===== config.mk =====
export PLATFORM = sky130hd
export DESIGN_NAME = life_gen_sequencer
export DESIGN_NICKNAME = d
export VERILOG_FILES = /design/src/rtl/life_gen_sequencer.sv
export SDC_FILE = /design/constraint.sdc
export NUM_CORES = 1
export LEC_CHECK = 0
export BUFFER_PORTS_ARGS = -buffer_cell sky130_fd_sc_hd__buf_2
export CORE_MARGIN = 2
export CORE_UTILIZATION = 55
export DETAILED_ROUTE_END_ITERATION = 8
export GPL_TIMING_DRIVEN = 0
export PLACE_DENSITY = 0.77
export SLEW_MARGIN = 30
export SYNTH_ARGS = -nofsm -noshare
export SYNTH_HDL_FRONTEND = slang
export SYNTH_SLANG_ARGS = --single-unit

===== constraint.sdc =====
create_clock -name clk -period 2.4 [get_ports clk]
set_clock_uncertainty 0.2 [all_clocks]
set_input_delay 0 -clock clk [delete_from_list [all_inputs] [get_ports clk]]
set_output_delay 0 -clock clk [all_outputs]
set_load 0.01 [all_outputs]

===== src/rtl/life_gen_sequencer.sv =====
// Sequencer for a 4x4 Game-of-Life array: loads a seed, issues one-cycle step
// strobes on demand or at a fixed period, and classifies each new generation.
module life_gen_sequencer #(
    parameter int TICK_DIV = 1000,
    parameter int GEN_W    = 16
) (
    input  logic             clk,
    input  logic             reset_n,
    input  logic [15:0]      pattern_in,
    input  logic             load_req,
    input  logic             run,
    input  logic             single,
    input  logic [15:0]      alive_in,
    output logic [15:0]      val,
    output logic             write_enb,
    output logic             step,
    output logic [GEN_W-1:0] gen_count,
    output logic             busy,
    output logic             extinct,
    output logic             still,
    output logic             osc2,
    output logic [2:0]       state_dbg
);

    // Strobe protocol: write_enb and step are plain one-cycle pulses decoded
    // from the state register; there is no ready back-pressure, the array
    // must capture val on the write_enb cycle and advance on the rising step.

    typedef enum logic [2:0] {
        S_IDLE    = 3'd0,
        S_LOAD    = 3'd1,
        S_LSETTLE = 3'd2,
        S_WAIT    = 3'd3,
        S_STEP    = 3'd4,
        S_SSETTLE = 3'd5,
        S_SAMPLE  = 3'd6,
        S_HALT    = 3'd7
    } state_t;

    localparam int TICK_W = (TICK_DIV > 4) ? $clog2(TICK_DIV) : 2;
    // WAIT covers TICK_DIV-3 cycles so STEP+SSETTLE+SAMPLE+WAIT spans TICK_DIV.
    localparam logic [TICK_W-1:0] TICK_LAST = TICK_W'(TICK_DIV - 4);
    localparam logic [GEN_W-1:0]  GEN_MAX   = {GEN_W{1'b1}};

    state_t            state_q, state_d;
    logic [15:0]       val_q, val_d;
    logic [15:0]       prev1_q, prev1_d;
    logic [15:0]       prev2_q, prev2_d;
    logic [GEN_W-1:0]  gen_q, gen_d;
    logic [TICK_W-1:0] tick_q, tick_d;
    logic              pend_q, pend_d;
    logic              extinct_q, extinct_d;
    logic              still_q, still_d;
    logic              osc2_q, osc2_d;

    logic              is_extinct;
    logic              is_still;
    logic              is_osc2;

    always_ff @(posedge clk or negedge reset_n) begin
        if (!reset_n) begin
            state_q   <= S_IDLE;
            val_q     <= '0;
            prev1_q   <= '0;
            prev2_q   <= '0;
            gen_q     <= '0;
            tick_q    <= '0;
            pend_q    <= 1'b0;
            extinct_q <= 1'b0;
            still_q   <= 1'b0;
            osc2_q    <= 1'b0;
        end else begin
            state_q   <= state_d;
            val_q     <= val_d;
            prev1_q   <= prev1_d;
            prev2_q   <= prev2_d;
            gen_q     <= gen_d;
            tick_q    <= tick_d;
            pend_q    <= pend_d;
            extinct_q <= extinct_d;
            still_q   <= still_d;
            osc2_q    <= osc2_d;
        end
    end

    always_comb begin
        is_extinct = (alive_in == 16'h0000);
        is_still   = (alive_in == prev1_q);
        is_osc2    = (alive_in == prev2_q) && !is_still;
    end

    always_comb begin
        state_d   = state_q;
        val_d     = val_q;
        prev1_d   = prev1_q;
        prev2_d   = prev2_q;
        gen_d     = gen_q;
        tick_d    = '0;
        pend_d    = pend_q;
        extinct_d = extinct_q;
        still_d   = still_q;
        osc2_d    = osc2_q;

        case (state_q)
            S_IDLE: begin
                if (load_req) begin
                    state_d = S_LOAD;
                    val_d   = pattern_in;
                end else if (single) begin
                    state_d = S_STEP;
                end else if (run) begin
                    state_d = S_WAIT;
                end
            end

            S_LOAD: begin
                gen_d     = '0;
                extinct_d = 1'b0;
                still_d   = 1'b0;
                osc2_d    = 1'b0;
                prev1_d   = '0;
                prev2_d   = '0;
                pend_d    = 1'b0;
                state_d   = S_LSETTLE;
            end

            S_LSETTLE: begin
                prev1_d = alive_in;
                state_d = run ? S_WAIT : S_IDLE;
            end

            S_WAIT: begin
                if (load_req) begin
                    state_d = S_LOAD;
                    val_d   = pattern_in;
                end else if (single) begin
                    state_d = S_STEP;
                end else if (!run) begin
                    state_d = S_IDLE;
                end else if (tick_q == TICK_LAST) begin
                    state_d = S_STEP;
                end else begin
                    tick_d = tick_q + TICK_W'(1);
                end
            end

            S_STEP: begin
                pend_d  = pend_q | load_req;
                state_d = S_SSETTLE;
            end

            S_SSETTLE: begin
                pend_d  = pend_q | load_req;
                state_d = S_SAMPLE;
            end

            S_SAMPLE: begin
                extinct_d = is_extinct;
                still_d   = is_still;
                osc2_d    = is_osc2;
                prev2_d   = prev1_q;
                prev1_d   = alive_in;
                if (gen_q != GEN_MAX) begin
                    gen_d = gen_q + GEN_W'(1);
                end
                // A load queued during the step wins over halting or continuing.
                if (pend_q || load_req) begin
                    state_d = S_LOAD;
                    val_d   = pattern_in;
                end else if (is_extinct || is_still) begin
                    state_d = S_HALT;
                end else if (run) begin
                    state_d = S_WAIT;
                end else begin
                    state_d = S_IDLE;
                end
            end

            S_HALT: begin
                if (load_req) begin
                    state_d = S_LOAD;
                    val_d   = pattern_in;
                end
            end

            default: begin
                state_d = S_IDLE;
            end
        endcase
    end

    // Strobes decode the state register directly so reset removes them at once.
    always_comb begin
        write_enb = (state_q == S_LOAD);
        step      = (state_q == S_STEP);
        busy      = (state_q != S_IDLE) && (state_q != S_HALT);
        val       = val_q;
        gen_count = gen_q;
        extinct   = extinct_q;
        still     = still_q;
        osc2      = osc2_q;
        state_dbg = state_q;
    end

endmodule

; Word level (Yosys, flattened, before mapping)
; Index checks and enable logic that the tools add are counted.
[word_totals]
ff_bits = 81
word_cells = 77
output_inout_bits = 41
input_bits = 37
[op_classes]
n_bitwise = 1
reduce_logical = 18
muxes = 28
n_eq_ne = 18
add_sub_neg = 2
[ops]
columns = operator, n
row1 = $pmux 16 s2, 4
row2 = $mux 10, 5
row3 = $mux 16, 3
row4 = $eq 16x16->1, 2
row5 = $mux 3, 10
row6 = $pmux 3 s8, 1
row7 = $add 16x1->16 const B, 1
row8 = $logic_not 16->1, 1
row9 = $ne 16x16->1 const B, 1
row10 = $eq 3x3->1 const B, 4
row11 = $add 10x1->10 const B, 1
row12 = $eq 10x10->1 const B, 1
row13 = $pmux 1 s2, 4
row14 = $reduce_bool 2->1, 4
row15 = $eq 3x2->1 const B, 2
row16 = $ne 2x2->1 const B, 3
row17 = $reduce_and 3->1, 2
row18 = $ne 5x5->1 const B, 1
row19 = $ne 4x4->1 const B, 1
row20 = $reduce_or 2->1, 2
row21 = $eq 3x1->1 const B, 1
row22 = $logic_not 3->1, 1
row23 = $ne 3x3->1 const B, 1
row24 = $reduce_bool 3->1, 1
row25 = 8 further kinds, 10

; Logic depth before layout (Yosys ltp)
[logic_depth]
word_depth = 6
ltp_mapped = 8
depth_no_buf = 7

; Worst setup path before layout
; No wires, ideal clock.
[synth_path]
path_kind = register to register
from = register state_q[0] (netlist: state_dbg[0])
to = register gen_q[12] (netlist: gen_count[12])
setup_slack_ns = 0.214
arrival_ns = 1.850
setup_ns = 0.136
path_buffers = 3
required_ns = 2.064
path_stages_with_launch = 9
synth_period_minus_slack_ns = 2.186
cell_sequence = dfrtp_1 buf_6 nand2b_4 buf_6 or4_1 buf_2 nor4b_2 xnor2_1 nor2_1
[synth_between]
elab_chain_cells = 3
word_cells_on_any_way = 6
cone_classes = 3 x eq/ne / 1 x mux / 2 x reduce/logical
[synth_lines]
columns = element, line_no
row1 = "start, declared", 45  ; state_t state_q, state_d;
row2 = "start signal, assigned", 73  ; state_q <= state_d;
row3 = $eq 3x3->1 / $eq 3x1->1 (equally long branches), 104  ; case (state_q)
row4 = $ne 2x2->1 (no source line) / $reduce_bool 2->1 (equally long branches), --
row5 = $reduce_and 2->1 (no source line), --
row6 = "end signal, assigned", 77  ; gen_q <= gen_d;
row7 = "end, declared", 49  ; logic [GEN_W-1:0] gen_q, gen_d;
; Several ways; a longest one is shown, not always the timed one.
; A chain may end at the register's enable or synchronous reset.

; Worst setup path after layout
[layout_path]
from = register state_q[2] (netlist: state_dbg[2])
to = register state_q[2] (netlist: state_dbg[2])
[layout_between]
elab_chain_cells = 3
word_cells_on_any_way = 13
cone_classes = 10 x eq/ne / 1 x mux / 2 x reduce/logical
[layout_lines]
columns = element, line_no
row1 = $eq 3x2->1 (tied with other cells), 104
row2 = $ne 5x5->1 (no source line) (tied with other cells), --
row3 = $reduce_and 3->1 (no source line), --
; Several ways; a longest one is shown, not always the timed one.

==> results.cfg <==
[synthesis]
synthTopCellsByCount = dfrtp_1 (81), nand2_1 (53), xnor2_1 (29), nor2_1 (28), o21ai_0 (24)
post_synth_xor_area_fraction_pct = 10.8
synth_cells = 388
synth_compound_gate_area_share_pct = 10.7
netlist_area_mm2 = 0.00398
number_of_distinct_library_cell_variants_in_the_gate_level_netlist_after_synthesis = 43
synth_seq_cells = 81
synthesis.area_per_instance_um2 = 10.3
synth-adder-area-share_pct = 0.943
synth_nets = 428
dominant_combinational_cell_family_by_area_after_synthesis = simple AND/OR/NAND/NOR gates
fraction_of_registers_with_async_set_or_reset_after_synthesis_pct = 100
synth-main-ff-cell = dfrtp_1
synthTopCellsByArea = dfrtp_1 (51%), xnor2_1 (6.4%), nand2_1 (5.0%)
synth.top_cell.area_share_pct = 50.9
yosysSeqAreaShare_pct = 50.9
synth-simple-area-share_pct = 18.6
synthMuxAreaShare_pct = 5.06
yosysMostFrequentCell = dfrtp_1
synth_area_leader_cell = dfrtp_1
yosysWarnings = 0
number_of_flops_mapped_to_enable_cells_by_yosys = 0

[setup_path]
cp_max_fo = 10
crit_path_max_incr_delay_ps = 490
path_buf_inv = 1
critical-path-top-delay-family = simple AND/OR/NAND/NOR gates
worst_path_max_delay_cell = nor4b_1
crit_cells = 5
startpoint_type = flop
timing.reg2reg.worst_path_depth = 5
r2r_start = state_dbg[2]
critPathArrivalTime_ps = 2340
required_ps = 2440
worst-r2r-setup-slack_ps = 100
reg_to_reg_end = state_dbg[2]
timing.critical_path.to_type = flop
cp_cell_sequence = clkbuf_1 > nor4b_1 > nand4_1 > a32o_1 > a31o_2
crit_type = flop to flop

[sta]
hold_ws_ps = -17.9
timing_max_transition_violations_final = 0
timing.final.crit_share_pct = 95.7
rsz0062_at_grt = false
timing.final.crit_period_ps = 2300
slew_headroom_pct = 48.0
final_hold_fails = 10
slew_at_the_pin_closest_to_its_max_slew_limit_ps = 777
setup_violations = 0
max_freq_mhz = 436

[grt]
global_route.overflow_total = 0
number_of_antenna_violations_at_the_first_check_in_global_routing = 0
global_route.usage.met2_pct = 45.0
global_route.usage.total_pct = 26.6
grt_use_met1_pct = 34.7
via_count_of_the_first_global_routing_pass = 3400
grt_use_met3_pct = 4.99
global_route_wire_length_before_repair_um = 16100
grt_max_degree = 65
most_heavily_used_metal_layer_in_global_routing = met2

[die]
num_rows = 31
die-height_um = 89.1
fp.dieArea_mm2 = 0.00793
ioPinCount = 78
die_width_um = 89.1
fp.coreArea_mm2 = 0.00714
start_util_pct = 55.8

[placed_design]
numPortBuffers = 77
gp_congestion = 0.949
dpl-instance-area_mm2 = 0.00452
place_hpwl_um = 6740

[clocking]
cts_num_sinks = 81
cts_buffers = 9
cts_max_level = 3
cts-root-to-sink-buffers = 2
clock_latency_ps = 350
path_clk_slew_ps = 80
cts_setup_buffers = 0
cts.root.buffer_cell = clkbuf_8
cts_tree = done

[routing]
detail-route-antenna-nets = 0
drc = 0
routed_wirelength_um = 10000
first_iter_violations = 176
via_per_inst = 5.53
vias = 3409
drt_pre_antenna_iters = 5
route.detailed.wl_per_inst_um = 16.2

[finish]
layout.core_utilization_pct = 71.4
layout-area-overhead-vs-synth_pct = 28.0
num_antenna_cells = 0
drive_gt1_share_pct = 24.7
finalNetCount = 554
fin_area_mm2 = 0.00509

[power]
share_seq_of_total_power_pct = 41.8
p_sw_uw = 1920
sw_frac_of_total_pct = 38.1
p_leak_uw = 0.00234
pwr_density_cell_mw_per_mm2 = 991
power.combinational.fraction_pct = 40.9
internal-power_uw = 3120
report.power.total_uw = 5050
p_clk_share_pct = 17.3
vdd_ir_drop_max_mv = 0.478

[worst_hold_path]
hold_class = input pin to asynchronous set/reset pin

[run_status]
outcome = complete, but fails checks
violations = negative hold slack

[run]
timing.max_cap.violations = 0
==> power by group through the flow <==
stage	sequential (µW)	clock, µW	combinational, µW
floorplan	2150	0	1270
global placement	2100	0	1920
detailed placement	2130	0	1970
CTS	2100	881	2030
global route	2150	936	2270
finish	2110	872	2060
==> what timing repair did <==
item,in CTS,in global routing
hold endpoints to repair,119,0
hold buffers,38,0
endpoints found under the setup margin,20,35
gates cloned,0,0
pin swaps,0,0
resized for setup,4,14
==> through the flow <==
stage                     TNS [ps]  std cells  worst slack, ps
after floorplan                  0        388              214
after global placement       -1430        564             -150
after detailed placement      -842        565             -106
after CTS                        0        617             59.6
after global routing             0        617             21.3
final                            0        617              104
==> tightest hold or removal path, cell delays in order <==
cell,delay [ps]
dlygate4sd3_1,540
buf_6,120
buf_16,270
==> per-layer routing <==
layer / vias to the layer above / routed length, µm
li1: 1626 / -
met1: 1652 / 4440
met2: 112 / 4950
met3: 19 / 463
met4: 0 / 172
met5: - / 0
==> flip-flops by register name (all words and copies together), names as in the netlist <==
name / cells
prev1_q: 16
val: 16
tick_q: 10
gen_count: 16
extinct: 1
prev2_q: 16
state_dbg: 3
still: 1
pend_q: 1
osc2: 1
==> placed cells by master, fill, tap and decap left out, drive strengths merged, types with 2 or more instances in the layout <==
master and count:
o31ai 2, and3 3, nor2 28, a211oi 2, nor2b 2, ha 3, dlygate4sd3 38, nor4b 3
dfrtp 81, and4 3, nor3 8, nand2 53, a21oi 4, nand4 13, clkbuf 25, xor2 20
nor4bb 2, nand3 13, xnor2 29, buf 82, mux2 17, o21ai 24, o211ai 2, nor4 12
clkinv 4, nand2b 4, inv 8, o32a 2, o21a 2, a22o 17
==> cell type report <==
class,instances,area (µm²)
Fill cell,554,2040
Tap cell,99,124
Inverter,8,30.0
Sequential cell,81,2030
Buffer,18,95.1
Multi-Input combinational cell,280,1860
Clock inverter,4,20.0
Timing Repair Buffer,116,800
Clock buffer,11,141
==> kinds of logic after synthesis <==
kind of cell,Yosys count
XOR/XNOR,49
AND/OR/NAND/NOR,148
AO/OA/AOI/OAI,62
multiplexers,18
adder cells (fa/ha/maj),3
buffers and inverters,27
flip-flops,81
==> worst max-delay path by stage <==
stage                       from       endpoint
detailed placement  state_dbg[1]    prev2_q[14]
global placement    state_dbg[1]    prev2_q[12]
floorplan           state_dbg[0]  gen_count[12]
CTS                 state_dbg[1]    prev2_q[14]
finish              state_dbg[2]   state_dbg[2]
global route        state_dbg[2]   state_dbg[2]
Power figures use the tool's default switching activity.
